<file path="src/rtl/key_evt_pkg.sv">
`default_nettype none
//============================================================================
// Module      : key_evt_pkg
// Description : Shared definitions for the key event decoder: the classifier
//               state encoding and the default timing constants (cycle counts
//               at a 100 MHz clock).
// Revision    : 1.0  initial release
//============================================================================
package key_evt_pkg;

    // Classifier states, explicitly 3-bit encoded.
    typedef enum logic [2:0] {
        IDLE      = 3'd0,
        PRESS1    = 3'd1,
        WAIT2     = 3'd2,
        PRESS2    = 3'd3,
        LONG_HOLD = 3'd4
    } key_state_t;

    // Default counter width and timing (cycles at 100 MHz).
    localparam int unsigned c_cnt_width   = 27;
    localparam logic [26:0] c_long_max    = 27'd99_999_999; // 1 s hold
    localparam logic [26:0] c_dbl_win_max = 27'd24_999_999; // 250 ms gap
    localparam logic [26:0] c_rel_max     = 27'd1_999_999;  // 20 ms low
    localparam logic [26:0] c_repeat_max  = 27'd19_999_999; // 200 ms repeat

endpackage : key_evt_pkg
`default_nettype wire

</file>
<file path="src/rtl/key_release_filter.sv">
`default_nettype none
//============================================================================
// Module      : key_release_filter
// Description : Detects a genuine key release. Produces a one-cycle rel_done
//               pulse in the cycle where key_in has been low for REL_MAX+1
//               consecutive cycles. The low-run counter clears whenever
//               key_in is high and stops after firing, so one release gives
//               exactly one pulse.
// Ports       : clk      in  system clock (rising edge)
//               rst_n    in  asynchronous active-low reset
//               key_in   in  raw key level, active-high
//               rel_done out one-cycle release pulse
// Parameters  : CNT_WIDTH width of the low-run counter
//               REL_MAX   low cycles (minus one) that qualify a release
// Revision    : 1.0  initial release
//============================================================================
module key_release_filter
    import key_evt_pkg::*;
#(
    parameter int unsigned          CNT_WIDTH = c_cnt_width,
    parameter logic [CNT_WIDTH-1:0] REL_MAX   = CNT_WIDTH'(c_rel_max)
) (
    input  logic clk,
    input  logic rst_n,
    input  logic key_in,
    output logic rel_done
);

    logic [CNT_WIDTH-1:0] r_low_cnt;
    logic                 r_fired;
    logic                 w_hit;

    // key_in is the same level that feeds the upstream debouncer and is
    // assumed to be already synchronous to clk. The pulse is decoded
    // combinationally so it lines up with the qualifying low cycle; the
    // consumer registers everything derived from it.
    assign w_hit    = !key_in && !r_fired && (r_low_cnt == REL_MAX);
    assign rel_done = w_hit;

    // The counter parks at REL_MAX and r_fired blocks further pulses, so the
    // count can never wrap even when REL_MAX is the largest encodable value.
    always_ff @(posedge clk or negedge rst_n) begin
        if (!rst_n) begin
            r_low_cnt <= '0;
            r_fired   <= 1'b0;
        end else if (key_in) begin
            r_low_cnt <= '0;
            r_fired   <= 1'b0;
        end else begin
            if (r_low_cnt != REL_MAX) begin
                r_low_cnt <= r_low_cnt + 1'b1;
            end
            if (w_hit) begin
                r_fired <= 1'b1;
            end
        end
    end

endmodule : key_release_filter
`default_nettype wire

</file>
<file path="src/rtl/key_event_decoder.sv">
`default_nettype none
//============================================================================
// Module      : key_event_decoder
// Description : Classifies debounced key presses into single click, double
//               click and long press events, with optional auto-repeat while
//               the key stays held after a long press.
// Ports       : clk          in  system clock (rising edge)
//               rst_n        in  asynchronous active-low reset
//               key_flag     in  one-cycle press pulse from the debouncer
//               key_in       in  raw key level, active-high
//               single_click out one-cycle pulse, single click
//               double_click out one-cycle pulse, double click
//               long_press   out one-cycle pulse, hold reached LONG_MAX
//               long_repeat  out one-cycle pulse per REPEAT_MAX while held
//               busy         out high whenever the classifier is not idle
// Macro       : KEY_REPEAT_EN - when defined, LONG_HOLD emits long_repeat
//               every REPEAT_MAX cycles; otherwise long_repeat stays 0.
// Revision    : 1.0  initial release
//============================================================================
module key_event_decoder
    import key_evt_pkg::*;
#(
    parameter int unsigned          CNT_WIDTH   = c_cnt_width,
    parameter logic [CNT_WIDTH-1:0] LONG_MAX    = CNT_WIDTH'(c_long_max),
    parameter logic [CNT_WIDTH-1:0] DBL_WIN_MAX = CNT_WIDTH'(c_dbl_win_max),
    parameter logic [CNT_WIDTH-1:0] REL_MAX     = CNT_WIDTH'(c_rel_max),
    parameter logic [CNT_WIDTH-1:0] REPEAT_MAX  = CNT_WIDTH'(c_repeat_max)
) (
    input  logic clk,
    input  logic rst_n,
    input  logic key_flag,
    input  logic key_in,
    output logic single_click,
    output logic double_click,
    output logic long_press,
    output logic long_repeat,
    output logic busy
);

`ifdef KEY_REPEAT_EN
    localparam bit c_repeat_en = 1'b1;
`else
    localparam bit c_repeat_en = 1'b0;
`endif

    // Terminal counts: the transition decision is taken one cycle before the
    // registered event appears, hence the "minus one" forms.
    localparam logic [CNT_WIDTH-1:0] c_long_last   = LONG_MAX - 1'b1;
    localparam logic [CNT_WIDTH-1:0] c_repeat_last = REPEAT_MAX - 1'b1;

    key_state_t           r_state;
    key_state_t           w_state_nxt;
    logic [CNT_WIDTH-1:0] r_cnt;
    logic [CNT_WIDTH-1:0] w_cnt_nxt;
    logic [CNT_WIDTH-1:0] w_cnt_inc;
    logic                 w_rel_done;

    logic w_single;
    logic w_double;
    logic w_long;
    logic w_repeat;

    logic r_single;
    logic r_double;
    logic r_long;
    logic r_repeat;
    logic r_busy;

    //------------------------------------------------------------------------
    // Release qualification
    //------------------------------------------------------------------------
    key_release_filter #(
        .CNT_WIDTH (CNT_WIDTH),
        .REL_MAX   (REL_MAX)
    ) u_rel_filter (
        .clk      (clk),
        .rst_n    (rst_n),
        .key_in   (key_in),
        .rel_done (w_rel_done)
    );

    // Saturating increment shared by all counting states.
    assign w_cnt_inc = (r_cnt == {CNT_WIDTH{1'b1}}) ? r_cnt : r_cnt + 1'b1;

    //------------------------------------------------------------------------
    // Next state, next count and event decode
    //------------------------------------------------------------------------
    always_comb begin
        w_state_nxt = r_state;
        w_cnt_nxt   = r_cnt;
        w_single    = 1'b0;
        w_double    = 1'b0;
        w_long      = 1'b0;
        w_repeat    = 1'b0;

        case (r_state)
            IDLE: begin
                if (key_flag) begin
                    w_state_nxt = PRESS1;
                end
            end

            // Release takes priority over the long-press threshold.
            PRESS1: begin
                w_cnt_nxt = w_cnt_inc;
                if (w_rel_done) begin
                    w_state_nxt = WAIT2;
                end else if (r_cnt == c_long_last) begin
                    w_state_nxt = LONG_HOLD;
                    w_long      = 1'b1;
                end
            end

            // A second press in the last window cycle still counts as double.
            WAIT2: begin
                w_cnt_nxt = w_cnt_inc;
                if (key_flag) begin
                    w_state_nxt = PRESS2;
                    w_double    = 1'b1;
                end else if (r_cnt == DBL_WIN_MAX) begin
                    w_state_nxt = IDLE;
                    w_single    = 1'b1;
                end
            end

            // Second press of a double click: no long detection here.
            PRESS2: begin
                w_cnt_nxt = '0;
                if (w_rel_done) begin
                    w_state_nxt = IDLE;
                end
            end

            LONG_HOLD: begin
                if (w_rel_done) begin
                    w_state_nxt = IDLE;
                end else if (c_repeat_en) begin
                    if (r_cnt == c_repeat_last) begin
                        w_cnt_nxt = '0;
                        w_repeat  = 1'b1;
                    end else begin
                        w_cnt_nxt = w_cnt_inc;
                    end
                end else begin
                    w_cnt_nxt = '0;
                end
            end

            default: begin
                w_state_nxt = IDLE;
            end
        endcase

        // Every state change starts the next phase from a zero count.
        if (w_state_nxt != r_state) begin
            w_cnt_nxt = '0;
        end
    end

    //------------------------------------------------------------------------
    // State, counter and registered outputs
    //------------------------------------------------------------------------
    always_ff @(posedge clk or negedge rst_n) begin
        if (!rst_n) begin
            r_state  <= IDLE;
            r_cnt    <= '0;
            r_single <= 1'b0;
            r_double <= 1'b0;
            r_long   <= 1'b0;
            r_repeat <= 1'b0;
            r_busy   <= 1'b0;
        end else begin
            r_state  <= w_state_nxt;
            r_cnt    <= w_cnt_nxt;
            r_single <= w_single;
            r_double <= w_double;
            r_long   <= w_long;
            r_repeat <= w_repeat;
            // Registered from the next state so busy tracks r_state exactly.
            r_busy   <= (w_state_nxt != IDLE);
        end
    end

    assign single_click = r_single;
    assign double_click = r_double;
    assign long_press   = r_long;
    assign long_repeat  = r_repeat;
    assign busy         = r_busy;

endmodule : key_event_decoder
`default_nettype wire

</file>
<file path="config.mk">
export PLATFORM = sky130hd
export DESIGN_NAME = key_event_decoder
export DESIGN_NICKNAME = d
export VERILOG_FILES = /design/src/rtl/key_evt_pkg.sv /design/src/rtl/key_release_filter.sv /design/src/rtl/key_event_decoder.sv
export SDC_FILE = /design/constraint.sdc
export NUM_CORES = 1
export LEC_CHECK = 0
export ABC_AREA = 1
export BUFFER_PORTS_ARGS = -buffer_cell sky130_fd_sc_hd__buf_4
export CAP_MARGIN = 20
export CORE_ASPECT_RATIO = 1.75
export CORE_UTILIZATION = 35
export CTS_BUF_LIST = sky130_fd_sc_hd__clkbuf_4 sky130_fd_sc_hd__clkbuf_8
export DETAILED_ROUTE_END_ITERATION = 8
export GPL_ROUTABILITY_DRIVEN = 1
export GPL_TIMING_DRIVEN = 0
export PLACE_DENSITY = 0.56
export SLEW_MARGIN = 20
export SYNTH_ARGS = -nofsm -noshare
export SYNTH_HDL_FRONTEND = slang
export SYNTH_SLANG_ARGS = --single-unit
</file>
<file path="constraint.sdc">
create_clock -name clk -period 2.2 [get_ports clk]
set_input_delay 0.44 -clock clk [delete_from_list [all_inputs] [get_ports clk]]
set_output_delay 0.44 -clock clk [all_outputs]
set_load 0.1 [all_outputs]
</file>
-- Word-level counts from Yosys, hierarchy flattened
Cells that the tools add are included.
- bits in registers: 62
- input bits: 4
- output and inout port bits: 5
- word-level logic and storage cells: 57
- add/sub/neg operators: 2
- equal/unequal tests: 12
- mux-type cells: 23
- reductions and logical operators: 12
- operators by type and width (operator ; number):
    2-to-1 mux 27 bit ; 5
    one-hot mux 27 bit (3 select lines) ; 1
    adder 27 x 1 -> 27 bit, second input constant ; 2
    == test 27 bit, second input constant ; 2
    == test 27 x 21 -> 1 bit, second input constant ; 1
    == test 27 x 25 -> 1 bit, second input constant ; 1
    != test 27 x 21 -> 1 bit, second input constant ; 1
    2-to-1 mux 3 bit ; 6
    one-hot mux 3 bit (4 select lines) ; 1
    2-to-1 mux 1 bit ; 10
    == test 3 x 2 -> 1 bit, second input constant ; 2
    nonzero test 2 bit ; 2
    nonzero test 4 bit ; 1
    OR reduction 2 bit ; 2
    == test 3 x 1 -> 1 bit, second input constant ; 1
    == test 3 bit, second input constant ; 1
    zero test 3 bit ; 1
    != test 3 x 2 -> 1 bit, second input constant ; 1
    != test 3 bit ; 1
    != test 3 bit, second input constant ; 1
    AND reduction 3 bit ; 1
    nonzero test 3 bit ; 1
    logical AND 1 bit ; 2
    zero test 1 bit ; 2

-- Depth between registers and ports, before layout
- depth after elaboration: 8
- depth in mapped cells: 14
- gate-level depth less buffers: 13

-- By module
Synthesis repeated with hierarchy kept, for this count alone.
- cells, all modules: 783
- area total of the unflattened synthesis: 4687.0 sq um
- modules (own cells, without submodules) (module ; times used ; cells an instance ; area an instance (sq um)):
    key_event_decoder ; 1 ; 481 ; 2776.4
    key_release_filter ; 1 ; 302 ; 1910.6

-- Worst setup path before layout
No wires, ideal clock.
- path type: register to register
- start: reg r_cnt[0]
- end: reg r_cnt[13]
- arrival time: 1.817 ns
- slack: 0.267 ns
- cell stages (with the launch flop): 12
- buffers on the path: 1
- clock period less this slack: 1.933 ns
- cell sequence: dfrtp_1 ha_1 inv_1 nor2_4 nand4_1 nor2_2 nand4_4 clkbuf_1 nand4_1 nand2_1 inv_1 nor2_2
- cells in the longest elaborated chain, start to end: 7
- elaborated cells on any way between the ends: 17
- RTL lines (element ; line ; text):
    start, declared ; key_event_decoder.sv:53 ; logic [CNT_WIDTH-1:0] r_cnt;
    start signal, assigned ; key_event_decoder.sv:174 ; r_cnt <= w_cnt_nxt;
    == test 27 x 25 -> 1 bit / == test 27 bit (equally long branches) ; key_event_decoder.sv:120, key_event_decoder.sv:108 ;
    2-to-1 mux 3 bit (on tied branches) ; key_event_decoder.sv:120, key_event_decoder.sv:108 ;
    2-to-1 mux 3 bit (on tied branches) ; key_event_decoder.sv:117, key_event_decoder.sv:106 ;
    one-hot mux 3 bit (4 select lines) ; key_event_decoder.sv:96 ; case (r_state)
    != test 3 bit ; key_event_decoder.sv:155 ; if (w_state_nxt != r_state) begin
    != test 3 bit (no line), or another cell as far along ; -- ;
    AND reduction 3 bit (no line) ; -- ;
Several ways; a longest one is shown, not always the timed one. The select of a mux whose other input is x is not followed.
A chain may end at the register's enable or synchronous reset.

-- Final worst setup path
- start: reg r_cnt[21]
- end: reg r_cnt[7]
The elaborated chain is that of the path after synthesis.

==> run metrics <==
worst r2r src=r_cnt[21]; total of max-cap violations=0; TritonCTS clock tree=done; Layout area overhead=21.6%; period utilisation layout=98.4%; number of non-filler instances in the completed layout=933; WL/cell=16.2 um; slowest stage delay, CP=0.44 ns; antenna viol nets, final=0; Min Clock Period, post-route=2.16 ns; Yosys Warn Count=0; ys async rst share=100%; clock insertion delay at the later pin of the skew report=0.37 ns; number of I/O port buffers=7; instance count of the mapped netlist=707; antenna violations before repair=0; Most common cell on crit path=sky130_fd_sc_hd__nand2_1; worst setup slack after layout=0.0351 ns; row count=54; DIE WIDTH=87.6 um; actual transition at the worst max-transition pin=0.832 ns; number of pins exceeding their max-slew limit in the final report=0; total power divided by cell area=557 mW/mm2; Crit path required time=2.46 ns; clock tree skew after final layout=0.0111 ns; Num CTS Buffers=9; Setup crit end=r_cnt[7]; final setup violation count=0; worst path cell trace=nand2_1, nor2_1, nand2_1, nor3_1, nand2_1, nand2_1, nand4_1, nand4_4, buf_12, clkbuf_16, nor2_2; ratio of routed vias to standard cells=5.10; type of origin of the critical path=flip-flop; CTS HTree Levels=3; setup repair after global routing missed its margin=yes; Clk Tree Root Cell=sky130_fd_sc_hd__clkbuf_8; worst r2r path cells=11; Total Wirelength=15,100 um; number of global-route vias before repair=4,453; HPWL reported at the end of detailed placement=10,800 um; type of the worst setup path=reg -> reg; Total Power Consumption=3.04 mW; critical path endpoint category=flip-flop; Max Clk Rate=462 MHz; sequential area share after synthesis=34.6%; total routing resource utilization after global routing=22.7%; worst reg-to-reg setup slack=0.04 ns; count of state elements after synthesis=62; number of nets in the synthesized netlist=714; share of layout cells above drive strength 1=15.9%; pre-CTS setup slack=-0.565 ns; area of the mapped netlist=0.00449 mm2; total placed cells including tap cells=882; iteration-0 DRC count of the detailed router=206; wire length of the first global-routing pass=22,700 um; count of clock tree sinks=62; Clk pin slew, worst setup/hold paths=0.08 ns; critical path launch point=r_cnt[21]; full die area=0.0133 mm2; critical path arrival=2.43 ns; highest net fanout along the worst path=6; count of unique library cells instantiated by Yosys=31; most instantiated flip-flop cell in the synthesis netlist=sky130_fd_sc_hd__dfrtp_1; via count=4,755; EDFF count, synth=0; largest buffer count on any clock path=2; leakage component of the power=2.48 nW; DRT Pass-1 Iters=5; critical register-to-register path endpoint=r_cnt[7]; maximum number of pins on one net before global-route repair=63; number of I/O pins=9; antenna fix cells=0; Placer Congestion=0.994; Post-route DRC=0; area post-placement=0.00475 mm2; Post-Syn Area per Cell=6.35 um2; Layout Cell Area excl Fill=0.00546 mm2; IR drop worst, VDD=0.000477 V; cell with the largest stage delay on the worst path=sky130_fd_sc_hd__dfrtp_1; number of hold buffers added after cts=0; residual overflow from global routing=0; Final #Nets=767; max-slew headroom at the worst pin=44.1%; floorplan die height=152 um; core area=0.0125 mm2; initial cell density of the core=35.9%; number of endpoints with negative hold slack in the final report=0; outcome=completed; min-delay worst type=in -> async; number of fillers in the final layout=1,319
==> cells in the final DEF, fill, tap and decap left out, types with 4 or more instances in the layout <==
cell type / n
sky130_fd_sc_hd__nand4_1: 36
sky130_fd_sc_hd__dfrtp_1: 58
sky130_fd_sc_hd__nand4_4: 4
sky130_fd_sc_hd__inv_1: 95
sky130_fd_sc_hd__nor2_1: 131
sky130_fd_sc_hd__xor2_1: 5
sky130_fd_sc_hd__nor3_1: 14
sky130_fd_sc_hd__inv_2: 5
sky130_fd_sc_hd__nand3_1: 43
sky130_fd_sc_hd__a21oi_1: 20
sky130_fd_sc_hd__xnor2_1: 6
sky130_fd_sc_hd__nand2_1: 198
sky130_fd_sc_hd__clkbuf_1: 4
sky130_fd_sc_hd__o21ai_0: 19
sky130_fd_sc_hd__clkbuf_8: 9
sky130_fd_sc_hd__nor4_1: 4
sky130_fd_sc_hd__dfrtp_2: 4
sky130_fd_sc_hd__nor2_4: 6
sky130_fd_sc_hd__buf_4: 35
sky130_fd_sc_hd__nor2_2: 18
sky130_fd_sc_hd__nand2_2: 6
==> per-layer routing <==
metal	vias up	share of wire [%]	track usage, %	wire [um]
met1	2218	35	21.8	5260
met2	134	54	41.7	8170
li1	2341	-	-	-
met3	62	3.1	3.97	473
met4	0	8.1	16.4	1220
met5	-	0	0	0
==> what timing repair did <==
action	4_1_cts	5_1_grt
resized for setup	10	36
buffers inserted	6	26
pin swaps	3	9
gates cloned	0	5
endpoints found under the setup margin	28	34
==> flip-flops by register name, summed over array words and instances (netlist names) <==
register / cells
busy: 1
double_click: 1
long_press: 1
r_cnt: 27
r_state: 3
single_click: 1
u_rel_filter.r_fired: 1
u_rel_filter.r_low_cnt: 27
==> cell usage after synthesis, types with 2 or more instances <==
library cell,instances,share of area [%]
sky130_fd_sc_hd__ha_1,3,0.84
sky130_fd_sc_hd__nor2_1,136,11
sky130_fd_sc_hd__nor2_4,3,0.75
sky130_fd_sc_hd__inv_1,98,8.2
sky130_fd_sc_hd__nor2_2,16,2.2
sky130_fd_sc_hd__nor4_1,5,0.70
sky130_fd_sc_hd__inv_2,2,0.17
sky130_fd_sc_hd__nand4_4,3,1.4
sky130_fd_sc_hd__nand4_1,36,5.0
sky130_fd_sc_hd__clkbuf_1,10,0.84
sky130_fd_sc_hd__buf_2,2,0.22
sky130_fd_sc_hd__o21ai_0,20,2.2
sky130_fd_sc_hd__xor2_1,5,0.98
sky130_fd_sc_hd__dfrtp_1,62,35
sky130_fd_sc_hd__nand2_2,2,0.28
sky130_fd_sc_hd__nor3_1,16,1.8
sky130_fd_sc_hd__buf_6,4,1.0
sky130_fd_sc_hd__a21oi_1,20,2.2
sky130_fd_sc_hd__a31oi_1,3,0.42
sky130_fd_sc_hd__xnor2_1,6,1.2
sky130_fd_sc_hd__nand3_1,44,4.9
sky130_fd_sc_hd__nand2_1,202,17
==> worst min path at each step <==
stage / from / end / slack [ns] / cells past startpoint
final: rst_n / u_rel_filter.r_low_cnt[19] / 0.16 / 1
after CTS: rst_n / u_rel_filter.r_low_cnt[17] / 0.20 / 1
after global routing: rst_n / u_rel_filter.r_low_cnt[19] / 0.22 / 1
after global placement: u_rel_filter.r_low_cnt[5] / u_rel_filter.r_low_cnt[5] / 0.48 / 2
after detailed placement: u_rel_filter.r_low_cnt[5] / u_rel_filter.r_low_cnt[5] / 0.48 / 2
after floorplan: rst_n / busy / 0.14 / 0
==> stage by stage <==
step | TNS (ns) | util [%] | hold slack (ns)
2_1_floorplan | 0 | - | 0.144
3_3_place_gp | -12.43 | 38.0 | 0.477
3_5_place_dp | -12.35 | 38.0 | 0.484
4_1_cts | 0 | 40.4 | 0.202
5_1_grt | -0.621 | 43.6 | 0.216
6_report | 0 | 43.6 | 0.164
==> kinds of logic after synthesis <==
kind of cell,count (synthesis),share of synthesized area (%)
AND/OR/NAND/NOR,467,46.4
buffers and inverters,118,10.7
flip-flops,62,34.6
AO/OA/AOI/OAI,45,5.27
XOR/XNOR,11,2.15
adder cells (fa/ha/maj),3,0.836
other,1,0.0836
==> where the power goes <==
part	total, mW	internal (mW)	switching (mW)	leakage [nW]
clock network	1.17	0.641	0.533	0.106
logic	0.610	0.255	0.355	1.53
registers	1.25	1.19	0.0621	0.843
total	3.04	2.09	0.951	2.48
==> final cells by class <==
cell class              instances  area, um2  area share (%)
clock inverters                 7       97.6            1.79
inverters                     100        375            6.88
clock buffers                   9        124            2.27
multi-input cells             529       2570            47.2
flip-flops and latches         62       1560            28.5
well taps                     168        210            3.85
plain buffers                  16        129            2.36
repair buffers                 42        389            7.13
==> worst max-delay path, delay by kind of cell (launching register included) <==
kind,cells,cell delay (ns)
buf+inv,2,0.31
simple gates,9,1.29
flops,1,0.44
No activity file was read; power rests on OpenSTA's default activity.
